### src/rtl/lvl_seq_pkg.sv
// Shared types and default constants for the level sequencer.
//   state_t          : IDLE / PLAY / WIN
//   *_DEF constants  : default tick base, per-level step, level count, buzzer length
//   LVL_W            : width of the level output
package lvl_seq_pkg;

    typedef enum logic [1:0] {
        IDLE = 2'd0,
        PLAY = 2'd1,
        WIN  = 2'd2
    } state_t;

    localparam int unsigned TICK_BASE_DEF  = 25000000;
    localparam int unsigned TICK_STEP_DEF  = 1562500;
    localparam int unsigned NUM_LVL_DEF    = 8;
    localparam int unsigned BUZ_CYCLES_DEF = 50000000;
    localparam int unsigned LVL_W          = 4;

endpackage

### src/rtl/level_sequencer_rise_det.sv
// Registered rising-edge detector for a level input (button or event line).
// The delayed copy is registered every cycle; the rise flag is combinational.
//   clkin    : system clock
//   reset    : synchronous, active-high; clears the delayed copy
//   i_sig    : sampled level
//   o_rise_c : high in any cycle where i_sig is 1 and was 0 on the previous edge
module rise_det (
    input  logic clkin,
    input  logic reset,
    input  logic i_sig,
    output logic o_rise_c
);

    logic r_sig_q;

    always_ff @(posedge clkin) begin
        if (reset) begin
            r_sig_q <= 1'b0;
        end else begin
            r_sig_q <= i_sig;
        end
    end

    assign o_rise_c = i_sig & ~r_sig_q;

endmodule

### src/rtl/level_sequencer.sv
// Game-speed controller: issues one-cycle tick enables whose period shrinks
// with the level, advances the level on each wave-cleared rising edge, and
// drives the win buzzer for BUZ_CYCLES cycles after the final level.
//   clkin    : system clock
//   reset    : synchronous, active-high
//   start    : begin play from IDLE (level-sensitive)
//   wave_clr : wave cleared; only its rising edge counts
//   pause    : (only with LVL_SEQ_PAUSE_EN) freezes counting and wave edges in PLAY
//   tick     : one-cycle game-step enable (a clock enable, never a clock)
//   level    : current level, 1..NUM_LVL
//   playing  : high while in PLAY
//   buz      : win buzzer drive
//   win      : one-cycle pulse on entry to WIN
// Optional feature macro: LVL_SEQ_PAUSE_EN.
module level_sequencer
    import lvl_seq_pkg::*;
#(
    parameter int unsigned TICK_BASE  = TICK_BASE_DEF,
    parameter int unsigned TICK_STEP  = TICK_STEP_DEF,
    parameter int unsigned NUM_LVL    = NUM_LVL_DEF,
    parameter int unsigned BUZ_CYCLES = BUZ_CYCLES_DEF
) (
    input  logic             clkin,
    input  logic             reset,
    input  logic             start,
    input  logic             wave_clr,
`ifdef LVL_SEQ_PAUSE_EN
    input  logic             pause,
`endif
    output logic             tick,
    output logic [LVL_W-1:0] level,
    output logic             playing,
    output logic             buz,
    output logic             win
);

    localparam int unsigned CNT_W = (TICK_BASE > 2)  ? $clog2(TICK_BASE)  : 1;
    localparam int unsigned BUZ_W = (BUZ_CYCLES > 2) ? $clog2(BUZ_CYCLES) : 1;

    state_t             r_state;
    state_t             w_state_nxt;
    logic [CNT_W-1:0]   r_cnt;
    logic [CNT_W-1:0]   w_cnt_nxt;
    logic [LVL_W-1:0]   r_level;
    logic [LVL_W-1:0]   w_level_nxt;
    logic [BUZ_W-1:0]   r_buz_cnt;
    logic [BUZ_W-1:0]   w_buz_cnt_nxt;
    logic               r_tick;
    logic               w_tick_nxt;
    logic               r_buz;
    logic               w_buz_nxt;
    logic               r_win;
    logic               w_win_nxt;
    logic               r_playing;
    logic               w_pause;
    logic               w_wclr_rise;
    logic [31:0]        w_limit;
    logic               w_cnt_term;
    logic               w_buz_term;
    logic               w_last_lvl;

`ifdef LVL_SEQ_PAUSE_EN
    assign w_pause = pause;
`else
    assign w_pause = 1'b0;
`endif

    // Wave-cleared edge detector; its register updates in every state.
    rise_det u_wclr_det (
        .clkin    (clkin),
        .reset    (reset),
        .i_sig    (wave_clr),
        .o_rise_c (w_wclr_rise)
    );

    // Tick period for the current level.
    assign w_limit    = TICK_BASE - (32'(r_level) - 32'd1) * TICK_STEP;
    assign w_cnt_term = (r_cnt == CNT_W'(w_limit - 32'd1));
    assign w_buz_term = (r_buz_cnt == BUZ_W'(BUZ_CYCLES - 32'd1));
    assign w_last_lvl = (r_level >= LVL_W'(NUM_LVL));

    // State and registered outputs.
    always_ff @(posedge clkin) begin
        if (reset) begin
            r_state   <= IDLE;
            r_cnt     <= '0;
            r_level   <= LVL_W'(1);
            r_buz_cnt <= '0;
            r_tick    <= 1'b0;
            r_buz     <= 1'b0;
            r_win     <= 1'b0;
            r_playing <= 1'b0;
        end else begin
            r_state   <= w_state_nxt;
            r_cnt     <= w_cnt_nxt;
            r_level   <= w_level_nxt;
            r_buz_cnt <= w_buz_cnt_nxt;
            r_tick    <= w_tick_nxt;
            r_buz     <= w_buz_nxt;
            r_win     <= w_win_nxt;
            r_playing <= (w_state_nxt == PLAY);
        end
    end

    // Next-state and next-output logic.
    always_comb begin
        w_state_nxt   = r_state;
        w_cnt_nxt     = r_cnt;
        w_level_nxt   = r_level;
        w_buz_cnt_nxt = r_buz_cnt;
        w_tick_nxt    = 1'b0;
        w_buz_nxt     = 1'b0;
        w_win_nxt     = 1'b0;

        case (r_state)
            IDLE: begin
                if (start) begin
                    w_state_nxt = PLAY;
                    w_cnt_nxt   = '0;
                    w_level_nxt = LVL_W'(1);
                end
            end

            PLAY: begin
                if (!w_pause) begin
                    // A wave edge beats the terminal count: restart, no tick.
                    if (w_wclr_rise) begin
                        w_cnt_nxt = '0;
                        if (!w_last_lvl) begin
                            w_level_nxt = r_level + LVL_W'(1);
                        end else begin
                            w_state_nxt   = WIN;
                            w_buz_nxt     = 1'b1;
                            w_win_nxt     = 1'b1;
                            w_buz_cnt_nxt = '0;
                        end
                    end else if (w_cnt_term) begin
                        w_cnt_nxt  = '0;
                        w_tick_nxt = 1'b1;
                    end else begin
                        w_cnt_nxt = r_cnt + CNT_W'(1);
                    end
                end
            end

            WIN: begin
                if (w_buz_term) begin
                    w_state_nxt   = IDLE;
                    w_level_nxt   = LVL_W'(1);
                    w_buz_cnt_nxt = '0;
                end else begin
                    w_buz_nxt     = 1'b1;
                    w_buz_cnt_nxt = r_buz_cnt + BUZ_W'(1);
                end
            end

            default: begin
                w_state_nxt = IDLE;
                w_level_nxt = LVL_W'(1);
                w_cnt_nxt   = '0;
            end
        endcase
    end

    assign tick    = r_tick;
    assign level   = r_level;
    assign playing = r_playing;
    assign buz     = r_buz;
    assign win     = r_win;

endmodule

### config.mk
export PLATFORM = sky130hd
export DESIGN_NAME = level_sequencer
export DESIGN_NICKNAME = d
export VERILOG_FILES = /design/src/rtl/lvl_seq_pkg.sv /design/src/rtl/level_sequencer_rise_det.sv /design/src/rtl/level_sequencer.sv
export SDC_FILE = /design/constraint.sdc
export NUM_CORES = 1
export LEC_CHECK = 0
export ABC_AREA = 1
export CORE_MARGIN = 2
export CORE_UTILIZATION = 40
export CTS_CLUSTER_DIAMETER = 80
export DETAILED_ROUTE_END_ITERATION = 7
export GPL_TIMING_DRIVEN = 0
export MAX_ROUTING_LAYER = met4
export PLACE_DENSITY = 0.63
export SYNTH_ARGS = -nofsm -noshare
export SYNTH_HDL_FRONTEND = slang
export SYNTH_SLANG_ARGS = --single-unit
### constraint.sdc
create_clock -name clkin -period 6.15 [get_ports clkin]
set_input_delay 0.615 -clock clkin [delete_from_list [all_inputs] [get_ports clkin]]
set_output_delay 0.615 -clock clkin [all_outputs]
set_load 0.01 [all_outputs]
==> summary.md, run 1 <==
| Metric | Value |
|---|---|
| Status | `finished, violations left` |
| Failing checks | `setup timing` |
| Core area | `18,580 sq um` |
| Placed Cells incl. Taps | `approximately 1,300` |
| H-tree depth | `3` |
| R2R Path End | `r_cnt[3]` |
| First DRT Iteration DRCs | `487` |
| Worst-path clk slew | `0.06 ns` |
| CP endpoint kind | `register` |
| CP max FO | `7` |
| Crit share post-route | `101.1%` |
| Worst IR Drop VDD | `0.0004797 V` |
| Worst Setup Path Type | `reg2reg` |
| PwrDens | `594.5 nW/um^2` |
| Wirelength, routed | `20,000 um` |
| Number of synthesis warnings | `0` |
| R2R Path Start | `level[0]` |
| Buf+Inv Stages, Crit Path | `8` |
| MaxCap Viol Count | `0` |
| Overall power | `5804 uW` |
| Leakage power | `0.004414 uW` |
| Initial antenna violation count | `0` |
| Vias in the first global route | `~7,100` |
| GRT Overall Usage | `21.12%` |
| Unrepaired setup endpoints after global routing | `true` |
| First drt pass iteration count | `6` |
| Cell at the slowest stage of the critical path | `fa_2` |
| Yosys cell types | `45` |
| Data required time at the worst endpoint | `6.34 ns` |
| Finished Layout Cells | `1,443` |
| Final setup margin | `-0.06502 ns` |
| # DRC | `0` |
| RePlAce Congestion | `0.8489` |
| CP dominant cell by count | `nand2_4` |
| Min-delay worst type | `reg2reg` |
| Antenna diodes | `0` |
| Fin nets | `1,331` |
| Root Buffer | `clkbuf_16` |
| Primary FF master, synth | `dfxtp_1` |
| Antenna Nets Post-Route | `0` |
| Ratio of cells with drive above 1 in the final layout | `26.47%` |
| Largest net degree at the start of global routing | `14` |
| Via density | `4.948` |
| Post-layout min period | `just over 6 ns` |
| Max stage delay on crit path | `approximately 0.59 ns` |
| Synthesis-to-finish area growth | `29.40%` |
| Setup Viol. Count Final | `25` |
| Hold Vio Cnt, Final | `0` |
| Cell family with most CP delay | `adder cells` |
| Final setup skew | `0.01439 ns` |
| Mapped Nets | `about 1,200` |
| Worst-Margin Slew | `0.8434 ns` |
| Clk buf depth | `2` |
| First-pass GRT wire length | `33,640 um` |
| Async set or reset register ratio after synthesis | `0%` |
| Row count | `50` |
| Die Y | `141.3 um` |
| Most frequent cells in the layout | `nand2_1, inv_1, buf_4, nor2_1, nand3_1` |
| Max Freq | `160.9 MHz` |
| Mean Syn Cell Area | `6.896 sq um` |
| Vias | `7,140` |
| Gr ovfl total | `0` |
| Final Max Tran Viols | `0` |
| Clock Sinks | `62` |
| Post-Synthesis Cells | `1,094` |
| Worst R2R Path Depth | `29` |
| Critical Path Stages | `29` |
| EDFF count, synth | `0` |
| Mapped Area | `7545 sq um` |
| DIE WIDTH | `around 140 um` |
| Worst setup SP type | `register` |
| Commonest non-fill, non-tap cell in the layout | `nand2_1` |
| Setup slack, reg-to-reg | `-0.07 ns` |
| Final HPWL DP | `13,910 um` |
| Crit path launch | `level[0]` |
| Clk_lat worst skew | `0.34 ns` |
| Seq/Total Area, Yosys | `16.45%` |
| Max_slew headroom | `a little over two fifths` |
| Core Util, Final | `52.55%` |
| Initial Util | `40.61%` |
| Setup TNS | `-1.297 ns` |
| #FFs+latches synth | `62` |
| Ports | `12` |
| Fin Hold WS | `0.4777 ns` |
| I/O Buffers | `11` |
| Die ar. | `19,980 sq um` |
| Total CTS buffers | `9` |
| Worst setup path end | `r_cnt[3]` |
| WP data arrival | `6.41 ns` |
| TritonCTS clock tree | `yes` |
| WL per Instance | `between 10 and 15 um` |
==> stage by stage <==
step / worst slack [ns] / instance area [sq um]
floorplan: 0.004770 / 7612
global placement: -1.127 / 8015
detailed placement: -1.159 / 8015
CTS: -0.0004192 / 9346
global route: -0.2619 / 9763
finish: -0.06502 / 9763
==> sequential cells by signal (all words and copies together), names as in the netlist <==
name                cells
buz                     1
r_buz_cnt              26
win                     1
level                   4
tick                    1
r_cnt                  25
u_wclr_det.r_sig_q      1
playing                 1
r_state                 2
==> synth_stat cells (all sizes together), types with 2 or more instances <==
| cell | number | area [sq um] |
|---|---|---|
| xor2 | 38 | 332.8 |
| nor3 | 25 | 140.1 |
| o21bai | 2 | 15.01 |
| dfxtp | 62 | 1241 |
| nor2 | 99 | 409.1 |
| and2 | 2 | 12.51 |
| nand3 | 112 | 693.2 |
| xnor2 | 15 | 138.9 |
| nand2 | 263 | 1042 |
| ha | 83 | 1039 |
| a211oi | 5 | 37.54 |
| a21boi | 2 | 15.01 |
| a21oi | 51 | 337.8 |
| fa | 40 | 800.8 |
| inv | 224 | 840.8 |
| nand4 | 14 | 87.58 |
| nor4 | 8 | 62.56 |
| o21ai | 18 | 93.84 |
| clkbuf | 13 | 50.04 |
| buf | 7 | 70.06 |
| a221oi | 2 | 17.52 |
==> worst register-to-register path, delay by kind of cell (launching register included) <==
kind            cells  cell delay, ns
flops               1            0.40
fa+ha+maj           8            3.45
compound gates      3            0.41
simple gates        9            0.77
buf+inv             8            0.86
xor+xnor            1            0.17
==> per-layer routing <==
metal  track usage [%]  wire length [um]
met5                 -                 0
met4             5.947               410
met3             2.362               670
met2             33.44              9149
met1             28.72              9771
==> report_power, final <==
group / switching, uW / internal [uW] / leakage (uW)
Clock: 207 / 319 / 0.000147
Combinational: 2920 / 1950 / 0.00376
Sequential: 5.27 / 406 / 0.000502
Total: 3130 / 2670 / 0.00441
==> worst min-delay path by stage <==
stage / from / to / cells past startpoint
after floorplan: r_buz_cnt[4] / r_buz_cnt[4] / 2
after global placement: r_buz_cnt[4] / r_buz_cnt[4] / 2
after detailed placement: r_buz_cnt[24] / r_buz_cnt[24] / 2
after CTS: r_buz_cnt[24] / r_buz_cnt[24] / 2
after global routing: r_buz_cnt[24] / r_buz_cnt[24] / 2
final: r_buz_cnt[24] / r_buz_cnt[24] / 2
==> logic make-up (layout without fill, tap and decap cells) <==
group | count (synthesis) | after routing | share of synthesized area (%)
fa+ha+maj | 123 | 123 | 24.38
simple gates | 525 | 525 | 32.62
flops | 62 | 62 | 16.45
buf+inv | 245 | 360 | 12.79
xor+xnor | 53 | 53 | 6.252
compound gates | 86 | 86 | 7.513
==> what timing repair did <==
action,CTS,global route
hold buffers,0,0
endpoints found under the setup margin,26,26
cloned,2,0
resized for setup,87,74
setup buffers,77,17
pin swaps,56,57
==> layout make-up <==
| cell class | instances | area, sq um |
|---|---|---|
| Multi-Input combinational cell | 787 | 6017 |
| Sequential cell | 62 | 1254 |
| Buffer | 18 | 138.9 |
| Timing Repair Buffer | 101 | 878.3 |
| Clock inverter | 7 | 81.33 |
| Clock buffer | 9 | 225.2 |
| Inverter | 225 | 875.8 |
| Fill cell | 1698 | 8817 |
| Tap cell | 234 | 292.8 |
Power figures use the tool's default switching activity.
==> run 2, diff against run 1 <==
- PLACE_DENSITY: 0.63 -> not set
==> summary.md, run 2 (synthesized netlist as in run 1, its figures left out) <==
| Metric | Value |
|---|---|
| Setup slack, reg-to-reg | `0.03 ns (+0.09 ns)` |
| Worst-path clk slew | `0.06 ns (about the same)` |
| Min-delay worst type | `reg2reg` |
| Vias in the first global route | `6,664 (-5.5%)` |
| GR peak layer | `met2` |
| WL per Instance | `13.04 um (-5.9%)` |
| Cell at the slowest stage of the critical path | `fa_2` |
| Met3 Use GR | `2.869% (+0.51 points)` |
| Clk buf depth | `2 (unchanged)` |
| Max stage delay on crit path | `0.59 ns (about the same)` |
| Root Buffer | `clkbuf_16` |
| WP data arrival | `6.31 ns (-0.10 ns)` |
| Core area | `18,580 sq um (unchanged)` |
| Initial Util | `40.61% (unchanged)` |
| Worst setup SP type | `register` |
| Fin nets | `1,290 (-3.1%)` |
| Wirelength, routed | `18,290 um (-8.6%)` |
| CP max FO | `8 (+1)` |
| # hold bufs at CTS | `0 (unchanged)` |
| Max Freq | `163.3 MHz (+1.5%)` |
| Hold path start | `r_buz_cnt[24]` |
| Hold Vio Cnt, Final | `0 (unchanged)` |
| Placed Cells incl. Taps | `1,339 (unchanged)` |
| Setup Viol. Count Final | `0 (-100%)` |
| Initial antenna violation count | `0 (unchanged)` |
| Setup TNS | `0 ns (+1.297 ns)` |
| Vias | `6,791 (-4.9%)` |
| Most frequent cells in the layout | `nand2_1, inv_1, nor2_1, nand3_1, ha_1` |
| Data required time at the worst endpoint | `6.33 ns (about the same)` |
| Row count | `50 (unchanged)` |
| Antenna Nets Post-Route | `0 (unchanged)` |
| Ports | `12 (unchanged)` |
| Crit share post-route | `99.59% (-1.5 points)` |
| Worst Setup Path Type | `reg2reg` |
| H-tree depth | `3 (unchanged)` |
| Fill cell count | `1,824 (+7.4%)` |
| R2R Path Start | `level[0]` |
| Ratio of cells with drive above 1 in the final layout | `22.69% (-3.8 points)` |
| Commonest non-fill, non-tap cell in the layout | `nand2_1` |
| Max FFs per register | `26 (unchanged)` |
| CP dominant cell by count | `nand2_2` |
| Via density | `4.844 (-2.1%)` |
| Status | `complete, no violations` |
| Clock Sinks | `62 (unchanged)` |
| TritonCTS clock tree | `yes` |
| Final HPWL DP | `14,170 um (+1.9%)` |
| Worst-Margin Slew | `0.8339 ns (-0.009516 ns)` |
| First drt pass iteration count | `5 (-1)` |
| I/O Buffers | `11 (unchanged)` |
| Met1 Usage GRT | `27.91% (-0.81 points)` |
| Die ar. | `19,980 sq um (unchanged)` |
| Multi-input gate area | `5872 sq um (-2.4%)` |
| Max_slew headroom | `44.41% (+0.63 points)` |
| # DRC | `0 (unchanged)` |
| Hold Path Sink | `r_buz_cnt[24]` |
| DIE WIDTH | `141.3 um (unchanged)` |
| First DRT Iteration DRCs | `329 (-32%)` |
| Die Y | `141.3 um (unchanged)` |
| R2R Path End | `r_cnt[12]` |
| Final Max Tran Viols | `0 (unchanged)` |
| GRT Overall Usage | `19.86% (-1.3 points)` |
| Fin Hold WS | `0.4845 ns (+0.006855 ns)` |
| Unrepaired setup endpoints after global routing | `true` |
| Storage cell area | `1254 sq um (unchanged)` |
| Hold path depth | `2 (unchanged)` |
| Synthesis-to-finish area growth | `24.01%` |
| CP endpoint kind | `register` |
| Clk_lat worst skew | `0.33 ns (about the same)` |
| Total CTS buffers | `9 (unchanged)` |
| GRT met2 Usage | `30.86% (-2.6 points)` |
| RePlAce Congestion | `0.8367 (-1.4%)` |
| Final setup skew | `0.007810 ns (-0.006584 ns)` |
| Antenna diodes | `0 (unchanged)` |
| Largest Register | `r_buz_cnt` |
| Finished Layout Cells | `1,402 (-2.8%)` |
| Gr ovfl total | `0 (unchanged)` |
| Worst R2R Path Depth | `35 (+21%)` |
| MaxCap Viol Count | `0 (unchanged)` |
| Post-layout min period | `6.125 ns (-0.09045 ns)` |
| Largest net degree at the start of global routing | `14 (unchanged)` |
| First-pass GRT wire length | `31,850 um (-5.3%)` |
==> run 2: changes by cell type in the layout (fill, tap and decap cells not counted), moves of 3 or more <==
cell,change
a21oi_2,-4
nand2_4,-4
inv_1,-3
nand3_4,-5
nand3_1,+6
a21oi_1,+4
buf_4,-43
nand2_1,+4
==> run 2: repair_timing <==
item / CTS / global route
setup buffers: 33 / 14
pin swaps: 40 / 40
resized for setup: 77 / 56
setup endpoints to repair: 26 / 26
cloned: 1 / 1
==> run 2: layout make-up <==
cell class                      count  area share (%)
Tap cell                          234           3.129
Multi-Input combinational cell    787           62.76
Buffer                             18           1.484
Clock buffer                        9           2.407
Timing Repair Buffer               60           6.339
Inverter                          225           9.374
Clock inverter                      7           1.110
Sequential cell                    62           13.40
==> run 2: metrics by stage <==
stage	cell area [sq um]	utilization (%)	setup WS, ns
floorplan	7612	-	0.004770
global placement	8015	43.14	-1.186
detailed placement	8015	43.14	-1.249
CTS	9030	48.60	0.002438
global route	9356	50.36	-0.2911
finish	9356	50.36	0.02543
==> run 2: critical path: cells and delay by family (launching register included) <==
kind / cells / cell delay (ns)
flip-flops: 1 / 0.40
AO/OA/AOI/OAI: 2 / 0.22
buffers and inverters: 11 / 1.31
AND/OR/NAND/NOR: 15 / 1.23
adder cells (fa/ha/maj): 7 / 2.78
==> run 2: worst max path at each step <==
stage	from	endpoint
CTS	level[0]	r_cnt[10]
detailed placement	level[0]	r_cnt[17]
finish	level[0]	r_cnt[12]
floorplan	level[0]	r_cnt[15]
global placement	level[0]	r_cnt[11]
global route	level[0]	r_cnt[10]
==> run 2: routing by layer <==
metal  routed length, um  up-vias
li1                    -     3566
met3                 482       13
met5                   0        -
met1                9386     3148
met4                 181        0
met2                8237       64
Power of run 2 is not shown: default switching activity piles up to over one toggle a cycle in this logic, so the estimate is an artifact.
